[src/rtl/imem_serial_loader_if.sv]
// Purpose : bundles the serial input and the instruction-memory write/status
//           outputs of the serial program loader into one port.
// Latency : none, wires only.
// Backpressure: none; the memory write port always accepts a strobe.
//
// Signals
//   Rx      serial input, idle high, asynchronous to the loader clock
//   WrEn    one-cycle write strobe to the instruction memory
//   WrAddr  word-aligned byte address of the write
//   WrData  instruction word, first received byte in bits [31:24]
//   CpuRst  processor reset request, high until the image is loaded
//   Done    image fully written, sticky until reset
//   Error   framing/length/checksum error, sticky until reset
//
// Modports
//   master  the loader: consumes Rx, drives the write port and status
//   slave   the environment: drives Rx, observes the write port and status
interface imem_serial_loader_if;
    logic        Rx;
    logic        WrEn;
    logic [31:0] WrAddr;
    logic [31:0] WrData;
    logic        CpuRst;
    logic        Done;
    logic        Error;

    modport master (
        input  Rx,
        output WrEn,
        output WrAddr,
        output WrData,
        output CpuRst,
        output Done,
        output Error
    );

    modport slave (
        output Rx,
        input  WrEn,
        input  WrAddr,
        input  WrData,
        input  CpuRst,
        input  Done,
        input  Error
    );
endinterface

[src/rtl/imem_serial_loader.sv]
// Purpose : receives a program image over UART 8N1 and writes it word by word
//           into the instruction memory, holding the CPU in reset until done.
// Latency : WrEn pulses one cycle after the 4th byte of a word is accepted;
//           Done/CpuRst change one cycle after the state reaches DONE.
// Backpressure: none; the serial line cannot be stalled, and the memory
//           write port accepts every strobe.
//
// Ports
//   Clk   board clock, all logic on its rising edge
//   Rst   synchronous active-high reset, discards any partial frame or image
//   bus   imem_serial_loader_if.master (Rx in; WrEn/WrAddr/WrData/CpuRst/
//         Done/Error out)
//
// Image format: 16-bit word count N (MSB first), then 4*N data bytes, each
// word MSB first. N must not exceed 2**ADDR_WIDTH.
//
// Optional feature: define IMEM_LOADER_CHECKSUM_EN to expect one trailing
// byte equal to the XOR of every preceding image byte (length included).
// ADDR_WIDTH is limited to 16 because the word count field is 16 bits wide.
module imem_serial_loader #(
    parameter int CLKS_PER_BIT = 868,
    parameter int ADDR_WIDTH   = 8
) (
    input  logic                 Clk,
    input  logic                 Rst,
    imem_serial_loader_if.master bus
);

    localparam int                BAUD_W    = (CLKS_PER_BIT > 1) ? $clog2(CLKS_PER_BIT) : 1;
    localparam logic [BAUD_W-1:0] BAUD_FULL = BAUD_W'(CLKS_PER_BIT - 1);
    localparam logic [BAUD_W-1:0] BAUD_HALF = BAUD_W'(CLKS_PER_BIT / 2 - 1);
    localparam logic [16:0]       MAX_WORDS = 17'(2 ** ADDR_WIDTH);

    // ------------------------------------------------------------------
    // Rx synchroniser (resets to the idle level so reset never looks like
    // a start bit)
    // ------------------------------------------------------------------
    logic rx_meta_q, rx_meta_d;
    logic rx_sync_q, rx_sync_d;

    always_comb begin
        rx_meta_d = bus.Rx;
        rx_sync_d = rx_meta_q;
    end

    // ------------------------------------------------------------------
    // Bit-level receiver
    // ------------------------------------------------------------------
    typedef enum logic [1:0] {
        RX_IDLE,
        RX_START,
        RX_DATA,
        RX_STOP
    } rx_state_t;

    rx_state_t         rx_state_q, rx_state_d;
    logic [BAUD_W-1:0] baud_cnt_q, baud_cnt_d;
    logic [2:0]        bit_cnt_q,  bit_cnt_d;
    logic [7:0]        rx_sr_q,    rx_sr_d;
    logic              byte_vld_q, byte_vld_d;
    logic              frame_err_q, frame_err_d;

    // Next-state logic. The start bit is re-checked at mid-bit so a short
    // low glitch drops back to idle silently; afterwards every sample point
    // is one full bit period later, i.e. in the middle of each bit.
    always_comb begin
        rx_state_d = rx_state_q;
        case (rx_state_q)
            RX_IDLE: begin
                if (!rx_sync_q) rx_state_d = RX_START;
            end
            RX_START: begin
                if (baud_cnt_q == BAUD_HALF) rx_state_d = rx_sync_q ? RX_IDLE : RX_DATA;
            end
            RX_DATA: begin
                if (baud_cnt_q == BAUD_FULL && bit_cnt_q == 3'd7) rx_state_d = RX_STOP;
            end
            RX_STOP: begin
                if (baud_cnt_q == BAUD_FULL) rx_state_d = RX_IDLE;
            end
            default: rx_state_d = RX_IDLE;
        endcase
    end

    // Datapath/outputs of the receiver. The baud counter restarts on every
    // state change and at each data-bit sample point.
    always_comb begin
        baud_cnt_d  = baud_cnt_q + BAUD_W'(1);
        bit_cnt_d   = bit_cnt_q;
        rx_sr_d     = rx_sr_q;
        byte_vld_d  = 1'b0;
        frame_err_d = 1'b0;

        if (rx_state_d != rx_state_q || rx_state_q == RX_IDLE) begin
            baud_cnt_d = '0;
        end

        case (rx_state_q)
            RX_IDLE: begin
                bit_cnt_d = 3'd0;
            end
            RX_DATA: begin
                if (baud_cnt_q == BAUD_FULL) begin
                    baud_cnt_d = '0;
                    rx_sr_d    = {rx_sync_q, rx_sr_q[7:1]};   // LSB arrives first
                    bit_cnt_d  = bit_cnt_q + 3'd1;
                end
            end
            RX_STOP: begin
                if (baud_cnt_q == BAUD_FULL) begin
                    byte_vld_d  = rx_sync_q;
                    frame_err_d = !rx_sync_q;
                end
            end
            default: ;
        endcase
    end

    // ------------------------------------------------------------------
    // Image-level frame decoder
    // ------------------------------------------------------------------
    typedef enum logic [2:0] {
        F_LEN_HI,
        F_LEN_LO,
        F_DATA,
`ifdef IMEM_LOADER_CHECKSUM_EN
        F_CHK,
`endif
        F_DONE,
        F_ERR
    } frame_state_t;

    frame_state_t frame_state_q, frame_state_d;
    frame_state_t tail_state;
    logic [15:0]  len_q,      len_d;
    logic [15:0]  word_idx_q, word_idx_d;
    logic [1:0]   byte_cnt_q, byte_cnt_d;
    logic [23:0]  word_sr_q,  word_sr_d;
    logic         wr_en_q,    wr_en_d;
    logic [31:0]  wr_addr_q,  wr_addr_d;
    logic [31:0]  wr_data_q,  wr_data_d;
    logic         done_q,     done_d;
    logic         error_q,    error_d;
    logic         cpu_rst_q,  cpu_rst_d;
    logic [15:0]  n_words;
    logic         in_frame;
`ifdef IMEM_LOADER_CHECKSUM_EN
    logic [7:0]   chk_q, chk_d;
`endif

    // Word count as it stands when the low length byte arrives.
    assign n_words  = {len_q[15:8], rx_sr_q};
    assign in_frame = (frame_state_q != F_DONE) && (frame_state_q != F_ERR);

    // State entered once all data words are in (or N==0).
`ifdef IMEM_LOADER_CHECKSUM_EN
    assign tail_state = F_CHK;
`else
    assign tail_state = F_DONE;
`endif

    always_comb begin
        frame_state_d = frame_state_q;
        if (frame_err_q && in_frame) begin
            frame_state_d = F_ERR;
        end else if (byte_vld_q) begin
            case (frame_state_q)
                F_LEN_HI: frame_state_d = F_LEN_LO;
                F_LEN_LO: begin
                    if ({1'b0, n_words} > MAX_WORDS) frame_state_d = F_ERR;
                    else if (n_words == 16'd0)       frame_state_d = tail_state;
                    else                             frame_state_d = F_DATA;
                end
                F_DATA: begin
                    if (byte_cnt_q == 2'd3 && word_idx_q == len_q - 16'd1) begin
                        frame_state_d = tail_state;
                    end
                end
`ifdef IMEM_LOADER_CHECKSUM_EN
                F_CHK: frame_state_d = (rx_sr_q == chk_q) ? F_DONE : F_ERR;
`endif
                default: ;   // DONE ignores further bytes, ERR waits for Rst
            endcase
        end
    end

    // Outputs and datapath of the frame decoder. Bytes are collected in a
    // separate shift register so WrData only changes at a write strobe.
    always_comb begin
        len_d      = len_q;
        word_idx_d = word_idx_q;
        byte_cnt_d = byte_cnt_q;
        word_sr_d  = word_sr_q;
        wr_en_d    = 1'b0;
        wr_addr_d  = wr_addr_q;
        wr_data_d  = wr_data_q;
`ifdef IMEM_LOADER_CHECKSUM_EN
        chk_d      = chk_q;
`endif

        if (byte_vld_q) begin
            case (frame_state_q)
                F_LEN_HI: len_d[15:8] = rx_sr_q;
                F_LEN_LO: len_d       = n_words;
                F_DATA: begin
                    word_sr_d  = {word_sr_q[15:0], rx_sr_q};
                    byte_cnt_d = byte_cnt_q + 2'd1;
                    if (byte_cnt_q == 2'd3) begin
                        wr_en_d    = 1'b1;
                        wr_data_d  = {word_sr_q, rx_sr_q};
                        wr_addr_d  = 32'({word_idx_q[ADDR_WIDTH-1:0], 2'b00});
                        word_idx_d = word_idx_q + 16'd1;
                    end
                end
                default: ;
            endcase
`ifdef IMEM_LOADER_CHECKSUM_EN
            if (frame_state_q == F_LEN_HI || frame_state_q == F_LEN_LO ||
                frame_state_q == F_DATA) begin
                chk_d = chk_q ^ rx_sr_q;
            end
`endif
        end

        // Registered from the state so the release lands one cycle after
        // the final write strobe, never together with it.
        done_d    = (frame_state_q == F_DONE);
        error_d   = (frame_state_q == F_ERR);
        cpu_rst_d = (frame_state_q != F_DONE);
    end

    // ------------------------------------------------------------------
    // State registers
    // ------------------------------------------------------------------
    always_ff @(posedge Clk) begin
        if (Rst) begin
            rx_meta_q     <= 1'b1;
            rx_sync_q     <= 1'b1;
            rx_state_q    <= RX_IDLE;
            baud_cnt_q    <= '0;
            bit_cnt_q     <= 3'd0;
            rx_sr_q       <= 8'd0;
            byte_vld_q    <= 1'b0;
            frame_err_q   <= 1'b0;
            frame_state_q <= F_LEN_HI;
            len_q         <= 16'd0;
            word_idx_q    <= 16'd0;
            byte_cnt_q    <= 2'd0;
            word_sr_q     <= 24'd0;
            wr_en_q       <= 1'b0;
            wr_addr_q     <= 32'd0;
            wr_data_q     <= 32'd0;
            done_q        <= 1'b0;
            error_q       <= 1'b0;
            cpu_rst_q     <= 1'b1;
`ifdef IMEM_LOADER_CHECKSUM_EN
            chk_q         <= 8'd0;
`endif
        end else begin
            rx_meta_q     <= rx_meta_d;
            rx_sync_q     <= rx_sync_d;
            rx_state_q    <= rx_state_d;
            baud_cnt_q    <= baud_cnt_d;
            bit_cnt_q     <= bit_cnt_d;
            rx_sr_q       <= rx_sr_d;
            byte_vld_q    <= byte_vld_d;
            frame_err_q   <= frame_err_d;
            frame_state_q <= frame_state_d;
            len_q         <= len_d;
            word_idx_q    <= word_idx_d;
            byte_cnt_q    <= byte_cnt_d;
            word_sr_q     <= word_sr_d;
            wr_en_q       <= wr_en_d;
            wr_addr_q     <= wr_addr_d;
            wr_data_q     <= wr_data_d;
            done_q        <= done_d;
            error_q       <= error_d;
            cpu_rst_q     <= cpu_rst_d;
`ifdef IMEM_LOADER_CHECKSUM_EN
            chk_q         <= chk_d;
`endif
        end
    end

    assign bus.WrEn   = wr_en_q;
    assign bus.WrAddr = wr_addr_q;
    assign bus.WrData = wr_data_q;
    assign bus.CpuRst = cpu_rst_q;
    assign bus.Done   = done_q;
    assign bus.Error  = error_q;

endmodule

[src/flat_wrapper.sv]
// flat-port wrapper written by rule: the top's interface ports become plain ports
module imem_serial_loader_flat 
#(
    parameter int CLKS_PER_BIT = 868,
    parameter int ADDR_WIDTH   = 8
)
  (Clk, Rst, bus_Rx, bus_WrEn, bus_WrAddr, bus_WrData, bus_CpuRst, bus_Done, bus_Error);
  imem_serial_loader_if bus_i ();
  input  logic Clk;
  input  logic Rst;
  input wire logic [$bits(bus_i.Rx)-1:0] bus_Rx;
  output wire logic [$bits(bus_i.WrEn)-1:0] bus_WrEn;
  output wire logic [$bits(bus_i.WrAddr)-1:0] bus_WrAddr;
  output wire logic [$bits(bus_i.WrData)-1:0] bus_WrData;
  output wire logic [$bits(bus_i.CpuRst)-1:0] bus_CpuRst;
  output wire logic [$bits(bus_i.Done)-1:0] bus_Done;
  output wire logic [$bits(bus_i.Error)-1:0] bus_Error;
  assign bus_i.Rx = bus_Rx;
  assign bus_WrEn = bus_i.WrEn;
  assign bus_WrAddr = bus_i.WrAddr;
  assign bus_WrData = bus_i.WrData;
  assign bus_CpuRst = bus_i.CpuRst;
  assign bus_Done = bus_i.Done;
  assign bus_Error = bus_i.Error;
  imem_serial_loader #(.CLKS_PER_BIT(CLKS_PER_BIT), .ADDR_WIDTH(ADDR_WIDTH)) u_core (.Clk(Clk), .Rst(Rst), .bus(bus_i));
endmodule
[config.mk]
export PLATFORM = sky130hd
export DESIGN_NAME = imem_serial_loader_flat
export DESIGN_NICKNAME = d
export VERILOG_FILES = /design/src/rtl/imem_serial_loader_if.sv /design/src/rtl/imem_serial_loader.sv /design/src/flat_wrapper.sv
export SDC_FILE = /design/constraint.sdc
export NUM_CORES = 1
export LEC_CHECK = 0
export ABC_CLOCK_PERIOD_IN_PS = 2500
export BUFFER_PORTS_ARGS = -buffer_cell sky130_fd_sc_hd__buf_2
export CAP_MARGIN = 20
export CORE_MARGIN = 3
export CORE_UTILIZATION = 57
export DETAILED_ROUTE_END_ITERATION = 12
export PLACE_DENSITY_LB_ADDON = 0.08
export SYNTH_ARGS = -nofsm -noshare
export SYNTH_HDL_FRONTEND = slang
export SYNTH_SLANG_ARGS = --single-unit
[constraint.sdc]
create_clock -name Clk -period 2.5 [get_ports Clk]
set_input_delay 0.5 -clock Clk [delete_from_list [all_inputs] [get_ports Clk]]
set_output_delay 0.5 -clock Clk [all_outputs]
set_load 0.02 [all_outputs]
==> out/metrics.yaml <==
worst_setup_path:
  crit_type: "reg2reg"
  worstPathRequired_ns: 2.94
  worst_path_largest_cell_delay_ns: 0.58
  cp_slowest_cell: "or4_4"
  worstPathCellList: "or4_4 > or4_4 > or4_4 > a21oi_2 > o2111ai_1 > o211ai_2"
  end_kind: "flip-flop"
  path_max_fanout: 6
  startpoint_type: "flip-flop"
  arrival_ns: 2.87
  critPathMostFrequentCell: "or4_4"
  r2r_cells: 6
sta:
  hold_viol: 0
  maxSlewViolCount: 0
  period_needed_ns: 2.43
  slew_headroom_pct: 52.7
  finalSetupViolCount: 0
  worst_slew_pin_slew_ns: 0.709
  rsz0062_at_grt: "false"
  finalCritPeriodShare_pct: 97.0
  max_freq_ghz: 0.412
  finalSetupTns_ns: 0
  fin_skew_ns: 0.00823
placed_design:
  portBuffers: 46
  dp_hpwl_um: 7910
  placed_cells: 843
  place_area_mm2: 0.00588
  gp_congestion: 0.879
power_and_ir_drop:
  leakage_nw: 2.45
  p_sw_mw: 0.966
  p_sw_share_pct: 21.1
  p_seq_share_pct: 46.0
  p_comb_share_pct: 1.6
  peakVddDrop_uv: 716
  pwr-share-clk_pct: 52.3
  internal_power_mw: 3.62
  cellPowerDensity_mw_per_mm2: 708
detailed_routing:
  wl_per_cell_um: 13.4
  dr.first_iter.drc_count: 226
  dr.max_layer_used: "met4"
  drtAntennaViolNets: 0
  vias: 4665
  route.met2.wl_um: 5550
  wl_met1_um: 5390
  vias_per_cell: 5.33
  totalWireLength_um: 11700
  wl_met3_um: 552
  dr.pass1.iters: 5
  drc: 0
global_route:
  grt_use_total_pct: 22.1
  grt_pass1_vias: 4380
  grt_pass1_wl_um: 20100
  grt_start_max_net_pins: 72
  grt-ovfl-total: 0
  antenna_found_initial: 0
yosys:
  synth.distinct_cells: 51
  synthXorXnorAreaFrac_pct: 6.07
  synth_top_cell_area_share_pct: 47.0
  syn_area_mm2: 0.00563
  async_reset_ff_share_pct: 0
  synth_top_family_by_area: "simple AND/OR/NAND/NOR gates"
  ys_warn_count: 0
  synth_common_cells: "180 x nand2_1, 132 x dfxtp_1, 90 x a21oi_1"
  yosysMostFrequentCell: "nand2_1"
  synthCells: 700
  synth_simple_gate_area_share_pct: 25.9
  ys.flop_type: "dfxtp_1"
  synth_area_leaders: "dfxtp_1 47%, nand2_1 12%, a21oi_1 8.0%"
  yosys.area.top_type: "dfxtp_1"
  yosysSeqAreaShare_pct: 47.0
  synth_compound_area_share_pct: 11.4
  synth_seq_cells: 132
  muxShareOfSynthArea_pct: 1.60
  synth_adder_area_share_pct: 1.56
  avgSynthCellArea_um2: 8.04
  synth_edf_count: 0
layout:
  seqCellArea_mm2: 0.00264
  fillerInstances: 790
  drive_gt1_share_pct: 13.3
  final_area_mm2: 0.00647
  postLayoutCoreUtil_pct: 68.7
  nNetsFinal: 743
  multi_input_area_mm2: 0.00273
  diodes: 0
  fin_cells: 875
  area_growth_pct: 15.0
clock_network:
  holdBufCountCts: 0
  cts_tree: "done"
  cts_sinks: 132
  post-cts-setup-buffers: 0
  clk_path_buf_depth: 2
  clk_pin_slew_ns: 0.06
  clk_latency_ns: 0.52
  numCtsBuffers: 17
  clockRootBuffer: "clkbuf_8"
  cts_max_level: 4
floorplanning:
  die_w_um: 105
  die_area_mm2: 0.0111
  die_h_um: 105
  fp-row-count: 35
  core_area_mm2: 0.00942
  initial_utilization_pct: 59.8
  io_pins: 71
outcome:
  outcome: "complete, no violations"
worst_hold_path:
  hold_class: "in2reg"
  min_path_cells: 2
run:
  maxCapViolCount: 0
## what timing repair did
item                                   4_1_cts  5_1_grt
endpoints found under the hold margin        0        0
resized for setup                            0        1
setup endpoints to repair                    0        1
## critical path: cells and delay by family (launching register included)
family           cells  cell delay, ns
AND/OR/NAND/NOR      3            1.51
AO/OA/AOI/OAI        3            0.48
flip-flops           1            0.36
## logic make-up after synthesis
| logic type | Yosys count |
|---|---|
| AOI/OAI and AO/OA | 116 |
| xor gates and xnor gates | 39 |
| adders and majority gates | 7 |
| buffers and inverters | 72 |
| DFF | 132 |
| muxes | 9 |
| other | 1 |
| and+or+nand+nor | 324 |
## final timing paths
| check | startpoint | slack [ns] | to |
|---|---|---|---|
| max | u_core.len_q[9]$_SDFFE_PP0P_ | 0.07 | u_core.frame_state_q[0]$_SDFFE_PP0P_ |
| min | bus_Rx | 0.17 | u_core.rx_meta_q$_SDFF_PP1_ |
| max reg2reg | u_core.len_q[9]$_SDFFE_PP0P_ | 0.07 | u_core.frame_state_q[0]$_SDFFE_PP0P_ |
| min reg2reg | u_core.rx_meta_q$_SDFF_PP1_ | 0.42 | u_core.rx_sync_q$_SDFF_PP1_ |
## layout make-up
class / instances / area share, %
Sequential cell: 132 / 40.8
Timing Repair Buffer: 54 / 4.91
Inverter: 9 / 0.522
Multi-Input combinational cell: 519 / 42.2
Clock buffer: 21 / 7.09
Tap cell: 129 / 2.49
Clock inverter: 11 / 1.95
## state kept, by name (all words and copies together), names as in the netlist, 2 cells and up
signal,count
u_core.word_sr_q,24
u_core.word_idx_q,16
u_core.baud_cnt_q,10
u_core.bus.WrData,32
u_core.rx_sr_q,8
u_core.bus.WrAddr,8
u_core.rx_state_q,2
u_core.len_q,16
u_core.frame_state_q,3
u_core.byte_cnt_q,2
u_core.bit_cnt_q,3
## metrics by stage
step | hold WS (ns) | total power [mW] | worst slack, ns
after floorplan | 0.389 | 2.25 | 0.220
after global placement | 0.393 | 2.23 | 0.164
after detailed placement | 0.399 | 2.23 | 0.0899
after CTS | 0.150 | 4.62 | 0.0858
after global routing | 0.160 | 4.72 | 0.00278
final | 0.167 | 4.58 | 0.0749
## cells in the final DEF (no fill, tap or decap), drive strengths merged, types with 9 or more instances in the layout
| master | instances |
|---|---|
| nand2 | 180 |
| dfxtp | 132 |
| a21oi | 91 |
| nor2 | 57 |
| buf | 54 |
| conb | 24 |
| xor2 | 21 |
| clkbuf | 21 |
| xnor2 | 18 |
| nand3 | 14 |
| nor3 | 14 |
| inv | 10 |
| mux2i | 9 |
## per-layer routing
layer | global-route usage (%) | up-vias
met5 | 0 | -
met2 | 34.8 | 115
li1 | - | 2360
met4 | 9.65 | 0
met1 | 28.9 | 2176
met3 | 5.27 | 14
## power by group through the flow
stage | registers, mW | clock network [mW] | logic [mW]
final | 2.11 | 2.40 | 0.0752
after global routing | 2.11 | 2.53 | 0.0820
after CTS | 2.11 | 2.44 | 0.0743
after detailed placement | 2.16 | 0 | 0.0739
after global placement | 2.16 | 0 | 0.0735
after floorplan | 2.15 | 0 | 0.0923
(Power assumes the default switching activity.)
